## src/rtl/alu_result_stage_if.sv

```systemverilog
// EX -> result stage -> MEM handshake bundle: EX beat inputs plus the MEM-side skid FIFO head.
interface alu_result_stage_if #(
    parameter int N = 32
);
    logic         ex_valid;
    logic         ex_ready;
    logic [N-1:0] ex_alu_result;
    logic         ex_zero;
    logic [1:0]   ex_branch_op;
    logic [N-1:0] ex_pc_target;
    logic [N-1:0] ex_link;
    logic [4:0]   ex_rd;
    logic         ex_reg_write;

    logic         mem_valid;
    logic         mem_ready;
    logic [N-1:0] mem_result;
    logic [4:0]   mem_rd;
    logic         mem_reg_write;

    modport slave (
        input  ex_valid, ex_alu_result, ex_zero, ex_branch_op, ex_pc_target,
               ex_link, ex_rd, ex_reg_write, mem_ready,
        output ex_ready, mem_valid, mem_result, mem_rd, mem_reg_write
    );

    modport master (
        output ex_valid, ex_alu_result, ex_zero, ex_branch_op, ex_pc_target,
               ex_link, ex_rd, ex_reg_write, mem_ready,
        input  ex_ready, mem_valid, mem_result, mem_rd, mem_reg_write
    );
endinterface

```

## src/rtl/alu_result_stage.sv

```systemverilog
// Resolves beq/bne/jal, pulses a registered PC redirect, squashes wrong-path beats and
// buffers surviving results in a 2-entry FIFO whose head feeds MEM and EX/MEM forwarding.
//
// state  | meaning
// IDLE   | no wrong-path beats pending; accepted beats push, taken branches redirect
// SQUASH | cnt accepted beats still to be discarded after a taken redirect
module alu_result_stage #(
    parameter int N          = 32,
    parameter int SQUASH_CNT = 2
) (
    input  logic                 clk,
    input  logic                 reset,
    alu_result_stage_if.slave    bus,
    output logic                 redirect_valid,
    output logic [N-1:0]         redirect_pc,
    output logic                 squashing
);
    // Counter keeps at least one bit so SQUASH_CNT=0 still elaborates; it then never leaves 0.
    localparam int CW = (SQUASH_CNT > 0) ? $clog2(SQUASH_CNT + 1) : 1;

    typedef enum logic {IDLE, SQUASH} state_t;

    state_t         state, state_next;
    logic [CW-1:0]  cnt, cnt_next;
    logic           redirect_next;
    logic [N-1:0]   pc_next;

    logic           accept, taken, push, pop;
    logic [N-1:0]   push_result;
    logic           push_we;

    logic [1:0]     count;
    logic           wr_ptr, rd_ptr;
    logic [N-1:0]   fifo_result [2];
    logic [4:0]     fifo_rd     [2];
    logic           fifo_we     [2];

    assign bus.ex_ready      = (count != 2'd2);
    assign bus.mem_valid     = (count != 2'd0);
    assign bus.mem_result    = fifo_result[rd_ptr];
    assign bus.mem_rd        = fifo_rd[rd_ptr];
    assign bus.mem_reg_write = fifo_we[rd_ptr];
    assign squashing         = (cnt != '0);

    assign accept = bus.ex_valid & bus.ex_ready;
    assign pop    = bus.mem_valid & bus.mem_ready;
    assign taken  = ((bus.ex_branch_op == 2'b01) &  bus.ex_zero) |
                    ((bus.ex_branch_op == 2'b10) & ~bus.ex_zero) |
                     (bus.ex_branch_op == 2'b11);

    assign push_result = (bus.ex_branch_op == 2'b11) ? bus.ex_link : bus.ex_alu_result;
    assign push_we     = bus.ex_reg_write & (bus.ex_rd != 5'd0);

    always_ff @(posedge clk or posedge reset) begin
        if (reset) begin
            state          <= IDLE;
            cnt            <= '0;
            redirect_valid <= 1'b0;
            redirect_pc    <= '0;
        end else begin
            state          <= state_next;
            cnt            <= cnt_next;
            redirect_valid <= redirect_next;
            redirect_pc    <= pc_next;
        end
    end

    always_comb begin
        cnt_next      = cnt;
        redirect_next = 1'b0;
        pc_next       = redirect_pc;
        push          = 1'b0;
        case (state)
            IDLE: begin
                if (accept) begin
                    // Branches only reach the FIFO when they also write rd.
                    push = (bus.ex_branch_op == 2'b00) | (bus.ex_branch_op == 2'b11) |
                           bus.ex_reg_write;
                    if (taken) begin
                        redirect_next = 1'b1;
                        pc_next       = bus.ex_pc_target;
                        cnt_next      = CW'(SQUASH_CNT);
                    end
                end
            end
            SQUASH: begin
                if (accept) cnt_next = cnt - CW'(1);
            end
            default: cnt_next = '0;
        endcase
        state_next = (cnt_next != '0) ? SQUASH : IDLE;
    end

    always_ff @(posedge clk or posedge reset) begin
        if (reset) begin
            count  <= 2'd0;
            wr_ptr <= 1'b0;
            rd_ptr <= 1'b0;
            for (int i = 0; i < 2; i++) begin
                fifo_result[i] <= '0;
                fifo_rd[i]     <= '0;
                fifo_we[i]     <= 1'b0;
            end
        end else begin
            if (push) begin
                fifo_result[wr_ptr] <= push_result;
                fifo_rd[wr_ptr]     <= bus.ex_rd;
                fifo_we[wr_ptr]     <= push_we;
                wr_ptr              <= ~wr_ptr;
            end
            if (pop) rd_ptr <= ~rd_ptr;
            case ({push, pop})
                2'b10:   count <= count + 2'd1;
                2'b01:   count <= count - 2'd1;
                default: count <= count;
            endcase
        end
    end
endmodule
```

## src/flat_wrapper.sv

```systemverilog
// flat-port wrapper written by rule: the top's interface ports become plain ports
module alu_result_stage_flat 
#(
    parameter int N          = 32,
    parameter int SQUASH_CNT = 2
)
  (clk, reset, redirect_valid, redirect_pc, squashing, bus_ex_valid, bus_ex_alu_result, bus_ex_zero, bus_ex_branch_op, bus_ex_pc_target, bus_ex_link, bus_ex_rd, bus_ex_reg_write, bus_mem_ready, bus_ex_ready, bus_mem_valid, bus_mem_result, bus_mem_rd, bus_mem_reg_write);
  alu_result_stage_if #(.N(N)) bus_i ();
  input  logic clk;
  input  logic reset;
  output logic redirect_valid;
  output logic [N-1:0] redirect_pc;
  output logic squashing;
  input wire logic [$bits(bus_i.ex_valid)-1:0] bus_ex_valid;
  input wire logic [$bits(bus_i.ex_alu_result)-1:0] bus_ex_alu_result;
  input wire logic [$bits(bus_i.ex_zero)-1:0] bus_ex_zero;
  input wire logic [$bits(bus_i.ex_branch_op)-1:0] bus_ex_branch_op;
  input wire logic [$bits(bus_i.ex_pc_target)-1:0] bus_ex_pc_target;
  input wire logic [$bits(bus_i.ex_link)-1:0] bus_ex_link;
  input wire logic [$bits(bus_i.ex_rd)-1:0] bus_ex_rd;
  input wire logic [$bits(bus_i.ex_reg_write)-1:0] bus_ex_reg_write;
  input wire logic [$bits(bus_i.mem_ready)-1:0] bus_mem_ready;
  output wire logic [$bits(bus_i.ex_ready)-1:0] bus_ex_ready;
  output wire logic [$bits(bus_i.mem_valid)-1:0] bus_mem_valid;
  output wire logic [$bits(bus_i.mem_result)-1:0] bus_mem_result;
  output wire logic [$bits(bus_i.mem_rd)-1:0] bus_mem_rd;
  output wire logic [$bits(bus_i.mem_reg_write)-1:0] bus_mem_reg_write;
  assign bus_i.ex_valid = bus_ex_valid;
  assign bus_i.ex_alu_result = bus_ex_alu_result;
  assign bus_i.ex_zero = bus_ex_zero;
  assign bus_i.ex_branch_op = bus_ex_branch_op;
  assign bus_i.ex_pc_target = bus_ex_pc_target;
  assign bus_i.ex_link = bus_ex_link;
  assign bus_i.ex_rd = bus_ex_rd;
  assign bus_i.ex_reg_write = bus_ex_reg_write;
  assign bus_i.mem_ready = bus_mem_ready;
  assign bus_ex_ready = bus_i.ex_ready;
  assign bus_mem_valid = bus_i.mem_valid;
  assign bus_mem_result = bus_i.mem_result;
  assign bus_mem_rd = bus_i.mem_rd;
  assign bus_mem_reg_write = bus_i.mem_reg_write;
  alu_result_stage #(.N(N), .SQUASH_CNT(SQUASH_CNT)) u_core (.clk(clk), .reset(reset), .bus(bus_i), .redirect_valid(redirect_valid), .redirect_pc(redirect_pc), .squashing(squashing));
endmodule
```

## config.mk

```make
export PLATFORM = sky130hd
export DESIGN_NAME = alu_result_stage_flat
export DESIGN_NICKNAME = d
export VERILOG_FILES = /design/src/rtl/alu_result_stage_if.sv /design/src/rtl/alu_result_stage.sv /design/src/flat_wrapper.sv
export SDC_FILE = /design/constraint.sdc
export NUM_CORES = 1
export LEC_CHECK = 0
export CAP_MARGIN = 25
export CORE_ASPECT_RATIO = 0.9
export CORE_MARGIN = 4
export CORE_UTILIZATION = 46
export CTS_CLUSTER_SIZE = 20
export DETAILED_ROUTE_END_ITERATION = 8
export GPL_TIMING_DRIVEN = 0
export PLACE_DENSITY = 0.81
export SYNTH_ARGS = -nofsm -noshare
export SYNTH_HDL_FRONTEND = slang
export SYNTH_SLANG_ARGS = --single-unit
```

## constraint.sdc

```tcl
create_clock -name clk -period 5.1 [get_ports clk]
set_clock_uncertainty 0.2 [all_clocks]
set_input_delay 0.765 -clock clk [delete_from_list [all_inputs] [get_ports clk]]
set_output_delay 0.765 -clock clk [all_outputs]
set_load 0.01 [all_outputs]
```

* Yosys cells after proc, flatten, opt, wreduce, memory -nomap -nowiden *
Index checks and enable logic that the tools add are counted.

storage, ports and cells
  memories kept = 0
  ROM bits = 0
  output and inout port bits = 74
  input port bits = 109
  RAM bits = 0
  word-level logic and storage cells = 78
  flip-flop bits (word level) = 116
  bits in latches = 0

cells by class
  divide/modulo/power cells = 0
  multiply operators = 0
  reductions and logical operators = 8
  magnitude comparators = 3
  bitwise operators = 15
  equal/unequal tests = 6
  shift-type cells = 0
  mux-type cells = 30
  add/sub/neg operators = 3

operators with widths
  operator                                                    count
  2-to-1 mux 32 bit                                           5
  bitwise mux 64 bit                                          1
  demux 32 bit (select 1 bit)                                 1
  2-to-1 mux 5 bit                                            4
  bitwise mux 10 bit                                          1
  2-to-1 mux 1 bit                                            10
  one-hot mux 2 bit (2 select lines)                          2
  nonzero test 2 bit                                          4
  equality test 2 bit, second input constant                  3
  2-to-1 mux 2 bit                                            3
  bitwise AND 1 bit                                           5
  demux 5 bit (select 1 bit)                                  1
  nonzero test 5 bit                                          1
  equality test 2 x 1 -> 1 bit, second input constant         2
  >= comparator 2 bit, second input constant                  2
  NOT 1 bit                                                   4
  NOT 1 -> 2 bit                                              2
  OR 1 bit                                                    4
  subtractor 2 x 1 -> 2 bit, second input constant            2
  AND reduction 3 bit                                         1
  adder 2 x 1 -> 2 bit, second input constant                 1
  bitwise mux 2 bit                                           1
  zero test 2 bit                                             1
  less-than comparator 2 x 1 -> 1 bit, second input constant  1
  other kinds (3)                                             3

* Logic depth before layout (Yosys ltp) *
  depth after elaboration = 9
  mapped depth = 7
  gate-level depth less buffers = 7

* Least setup slack after synthesis *
Ideal clock, no wire load.

  path type = input to register
  from = input port bus_ex_branch_op[0]
  to = register u_core.count[1]
  arrival = 2.146 ns
  path slack = 2.674 ns
  setup time = 0.079 ns
  cell stages on the path = 6
  data required time = 4.821 ns
  path buffers = 0
  cells stage by stage = ha_1 nor2b_1 or3_1 ha_1 nor2_1 xor2_1

between the ends
  word-level cells in the longest chain between the ends = 7
  elaborated cells between the ends (all ways) = 10
  classes of those cells = eq/ne (3); mux (3); bitwise (2); reduce/logical (2)

RTL lines
  element                                                                   line                     text
  start: declaration                                                        flat_wrapper.sv:17       input wire logic [$bits(bus_i.ex_branch_op)-1:0] bus_ex_branch_op;
  equality test 2 bit or zero test 2 bit (tied branches)                    alu_result_stage.sv:77   push = (bus.ex_branch_op == 2'b00) | (bus.ex_branch_op == 2'b11) |
  OR 1 bit (*) (2 in a row)                                                 alu_result_stage.sv:77
  2-to-1 mux 1 bit (*)                                                      alu_result_stage.sv:75   if (accept) begin
  2-to-1 mux 1 bit (*)                                                      alu_result_stage.sv:73   case (state)
  equality test 2 x 1 -> 1 bit or equality test 2 bit (tied branches)       alu_result_stage.sv:112  case ({push, pop})
  one-hot mux 2 bit (2 select lines) or nonzero test 2 bit (tied branches)  -
  end signal: assignment                                                    alu_result_stage.sv:113  2'b10: count <= count + 2'd1;
  end signal: assignment                                                    alu_result_stage.sv:114  2'b01: count <= count - 2'd1;
  end signal: assignment                                                    alu_result_stage.sv:115  default: count <= count;
  end: declaration                                                          alu_result_stage.sv:32   logic [1:0] count;

Mark *: on every way between the ends. The rest lies on a longest branch, timed or not.
A chain may end at the register's enable or synchronous reset.

* Worst setup path in the final report *
  from = register u_core.rd_ptr
  to = output port bus_mem_result[27]

between the ends
  word-level cells in the longest chain between the ends = 4

RTL lines
  element                                               line                     text
  start: declaration                                    alu_result_stage.sv:33   logic wr_ptr, rd_ptr;
  start signal: assignment                              alu_result_stage.sv:111  if (pop) rd_ptr <= ~rd_ptr;
  NOT 1 -> 2 bit (implied by the code)                  alu_result_stage.sv:40   assign bus.mem_result = fifo_result[rd_ptr];
  2-to-1 mux 32 bit (implied by the code) (3 in a row)  alu_result_stage.sv:40
  end: declaration                                      flat_wrapper.sv:25       output wire logic [$bits(bus_i.mem_result)-1:0] bus_mem_result;

No other way between the ends. The select of a mux whose other input is x is not followed.

==> impl_metrics.ini <==
[power_and_ir_drop]
leakagePower_nw = 3.346
peakVddDrop_mv = 0.3754
power_density_nw_per_um2 = 588.4
finalPower_mw = 4.650

[clock_network]
cts_tree = built
cts_sinks = 116
clock_latency_ns = 0.40
cts_buffers = 17
postCtsHoldBufs = 0
cts_resized = 0
clockBufferDepth = 2
htreeDepth = 4
clk_pin_slew_ns = 0.05
postCtsSetupBuffers = 0
clock-root-buffer = clkbuf_16

[detailed_routing]
drt-total-wl_mm = 12.78
wl_per_cell_um = 17.70
final_antenna_net_count = 0
vias = 3634
dr.pass1.iters = 4
drc = 0
dr.first_iter.drc_count = 127
via_per_inst = 5.033

[global_route]
antenna_found_initial = 0
grtUsageTotal_pct = 19.84
gr-total-overflow = 0
grt_pass1_vias = 4122
grt_max_degree = 78
grt_first_pass_wirelength_mm = 20.31

[worst_setup_path]
cpMaxStageDelayCell = buf_1
crit_type = reg -> out
r2r_cells = 5
critPathArrivalTime_ns = 2.25
crit_path_end_kind = output port
cp_max_fo = 10
timing.rr.start = u_core.state$_DFF_PP0_
critPathLaunchType = flip-flop
crit_start = u_core.rd_ptr$_DFFE_PP0P_
rrSetupSlack_ns = 3.05
path_cells = buf_1 -> mux2_2 -> clkdlybuf4s50_1
r2r_end = u_core.fifo_rd[5]$_DFFE_PP0P_
cp.required_ns = 4.14
critPathMaxStageDelay_ns = 0.55

[synthesis]
yosysSeqAreaShare_pct = 54.35
synth_cell_types = 29
synth_fa_ha_area_share_pct = 0.7027
synth_top_area_cell = dfrtp_1
synth_area_sq_um = 5341
synth_area_leaders = dfrtp_1 54%, mux2_2 27%, mux2_1 9.9%
synth_compound_area_share_pct = 1.078
ys_ff_latch = 116
yosysWarnings = 0
synth_xor_area_share_pct = 0.8199
syn_area_per_cell_sq_um = 15.09
synth_top_area_share_pct = 54.35
syn-num-nets = 466
synthSimpleGateAreaFrac_pct = 2.530
postSynthCellCount = 354
synth.area.mux_share_pct = 37.08
synth_top_family_by_area = multiplexers

[cells_and_area]
nNetsFinal = 668
n_antenna_cell = 0
utilization_pct = 69.39
drive_above_1_share_pct = 30.21
syn_to_final_growth_pct = 47.95

[floorplan]
die_x_um = 121.6
die_h_um = 110.2
coreArea_sq_um = 11390
dieArea_sq_um = 13400
pin_count = 183
row_count = 37
initial_core_util_pct = 46.90

[sta]
finalCritPeriodShare_pct = 62.96
layout_setup_ws_ns = 1.889
period_minus_slack_ns = 3.211
hold_violations = 0
maxSlewHeadroom_pct = 54.40
setup_viol = 0
clock.fmax_mhz = 311.4
tightest_slew_ns = 0.6839
drv_slew = 0
rsz0062_at_grt = false

[hold_path]
holdCritPathClass = reg -> reg
worstHoldPathCells = 1
min_from = u_core.count[1]$_DFFE_PP0P_
holdPathEnd = u_core.count[1]$_DFFE_PP0P_

[place]
place_worst_setup_slack_ns = 1.699
place_hpwl_mm = 9.682
port_buffers = 182
gp_congestion = 0.7714

[flow_run]
maxCapViolCount = 0

[outcome]
status = complete, no violations
## flip-flops by register name (all words and copies together), names as in the netlist
name	count
u_core.fifo_we	2
u_core.fifo_result	64
u_core.wr_ptr	1
u_core.fifo_rd	10
u_core.cnt	2
u_core.rd_ptr	1
u_core.redirect_valid	1
u_core.redirect_pc	32
u_core.state	1
u_core.count	2
## logic make-up after synthesis
logic type / count (synthesis)
xor gates and xnor gates: 5
muxes: 176
AOI/OAI and AO/OA: 7
DFF: 116
adders and majority gates: 3
buffers and inverters: 30
and+or+nand+nor: 17
## worst max path at each step
stage	cells past startpoint	end	slack, ns
floorplan	1	u_core.cnt[0]$_DFF_PP0_	1.06
global placement	2	u_core.fifo_result[9]$_DFFE_PP0P_	-0.39
detailed placement	6	u_core.fifo_result[8]$_DFFE_PP0P_	1.70
CTS	3	bus_mem_result[31]	1.83
global route	3	bus_mem_result[27]	1.81
finish	3	bus_mem_result[27]	1.89
## synthesized netlist by cell type, drive strengths merged
master / count
nand2: 1
a22o: 1
xnor2: 3
buf: 16
nand2b: 1
or3: 1
nor2b: 2
or4: 1
ha: 3
o32ai: 2
clkbuf: 4
nor3: 1
xor2: 2
nand4: 1
a211o: 1
and3: 1
or2: 1
mux2: 175
dfrtp: 116
a32oi: 2
inv: 10
nor2: 4
o21ai: 1
and2: 1
nor4: 2
mux2i: 1
## metal layers
layer  global-route usage [%]  routed length, um
met2                    33.93               6301
met3                    9.082               1298
met5                        0                  0
met4                    6.720                168
met1                    22.11               5007
## area by class of cell
class | count | area [sq um]
fillers | 873 | 3486
multi-input cells | 208 | 2255
flip-flops and latches | 116 | 2903
well taps | 156 | 195.2
plain buffers | 20 | 146.4
repair buffers | 183 | 1849
clock inverters | 7 | 60.06
clock buffers | 22 | 454.2
inverters | 10 | 40.04
## where the power goes
part | total, mW | switching (mW) | leakage, nW | internal (mW)
clock | 1.03 | 0.365 | 0.259 | 0.666
sequential | 1.60 | 0.229 | 1.42 | 1.37
combinational | 2.02 | 0.771 | 1.67 | 1.25
## placed cells by master, fill, tap and decap left out
| cell | Yosys | routed |
|---|---|---|
| clkdlybuf4s50_1 | 0 | 182 |
| mux2_2 | 128 | 128 |
| dfrtp_1 | 116 | 116 |
| mux2_1 | 47 | 47 |
| clkbuf_16 | 0 | 17 |
| inv_1 | 10 | 9 |
| clkbuf_1 | 4 | 8 |
| buf_6 | 7 | 7 |
| clkinv_2 | 0 | 6 |
| buf_4 | 5 | 5 |
| buf_1 | 4 | 4 |
| nor2_1 | 4 | 4 |
| xnor2_1 | 3 | 3 |
| ha_1 | 3 | 3 |
| nor2b_1 | 2 | 2 |
| nor4_4 | 2 | 2 |
| a32oi_1 | 2 | 2 |
| xor2_1 | 2 | 2 |
| o32ai_1 | 2 | 2 |
| nand2b_1 | 1 | 1 |
| mux2i_1 | 1 | 1 |
| nor3_4 | 1 | 1 |
| or3_1 | 1 | 1 |
| a211o_1 | 1 | 1 |
| a22o_1 | 1 | 1 |
| or2_2 | 1 | 1 |
| and2_1 | 1 | 1 |
| nand2_1 | 1 | 1 |
| o21ai_0 | 1 | 1 |
| and3_1 | 1 | 1 |
| inv_4 | 0 | 1 |
| or4_1 | 1 | 1 |
| nand4_1 | 1 | 1 |
| clkbuf_8 | 0 | 1 |
| bufinv_16 | 0 | 1 |
| buf_16 | 0 | 1 |
## critical path, delay by kind of cell, from the launching register on
family,cells,cell delay [ns]
buffers and inverters,2,1.06
flip-flops,1,0.38
multiplexers,1,0.41
## through the flow
stage | hold WS [ns] | instance area (sq um) | TNS [ns] | std cells
CTS | 0.2793 | 7903 | 0 | 722
floorplan | 0.2474 | 5341 | 0 | 354
finish | 0.2774 | 7903 | 0 | 722
global placement | 0.2610 | 7358 | -44.76 | 692
global route | 0.2936 | 7903 | 0 | 722
detailed placement | 0.2705 | 7388 | 0 | 693
Power figures use the tool's default switching activity.
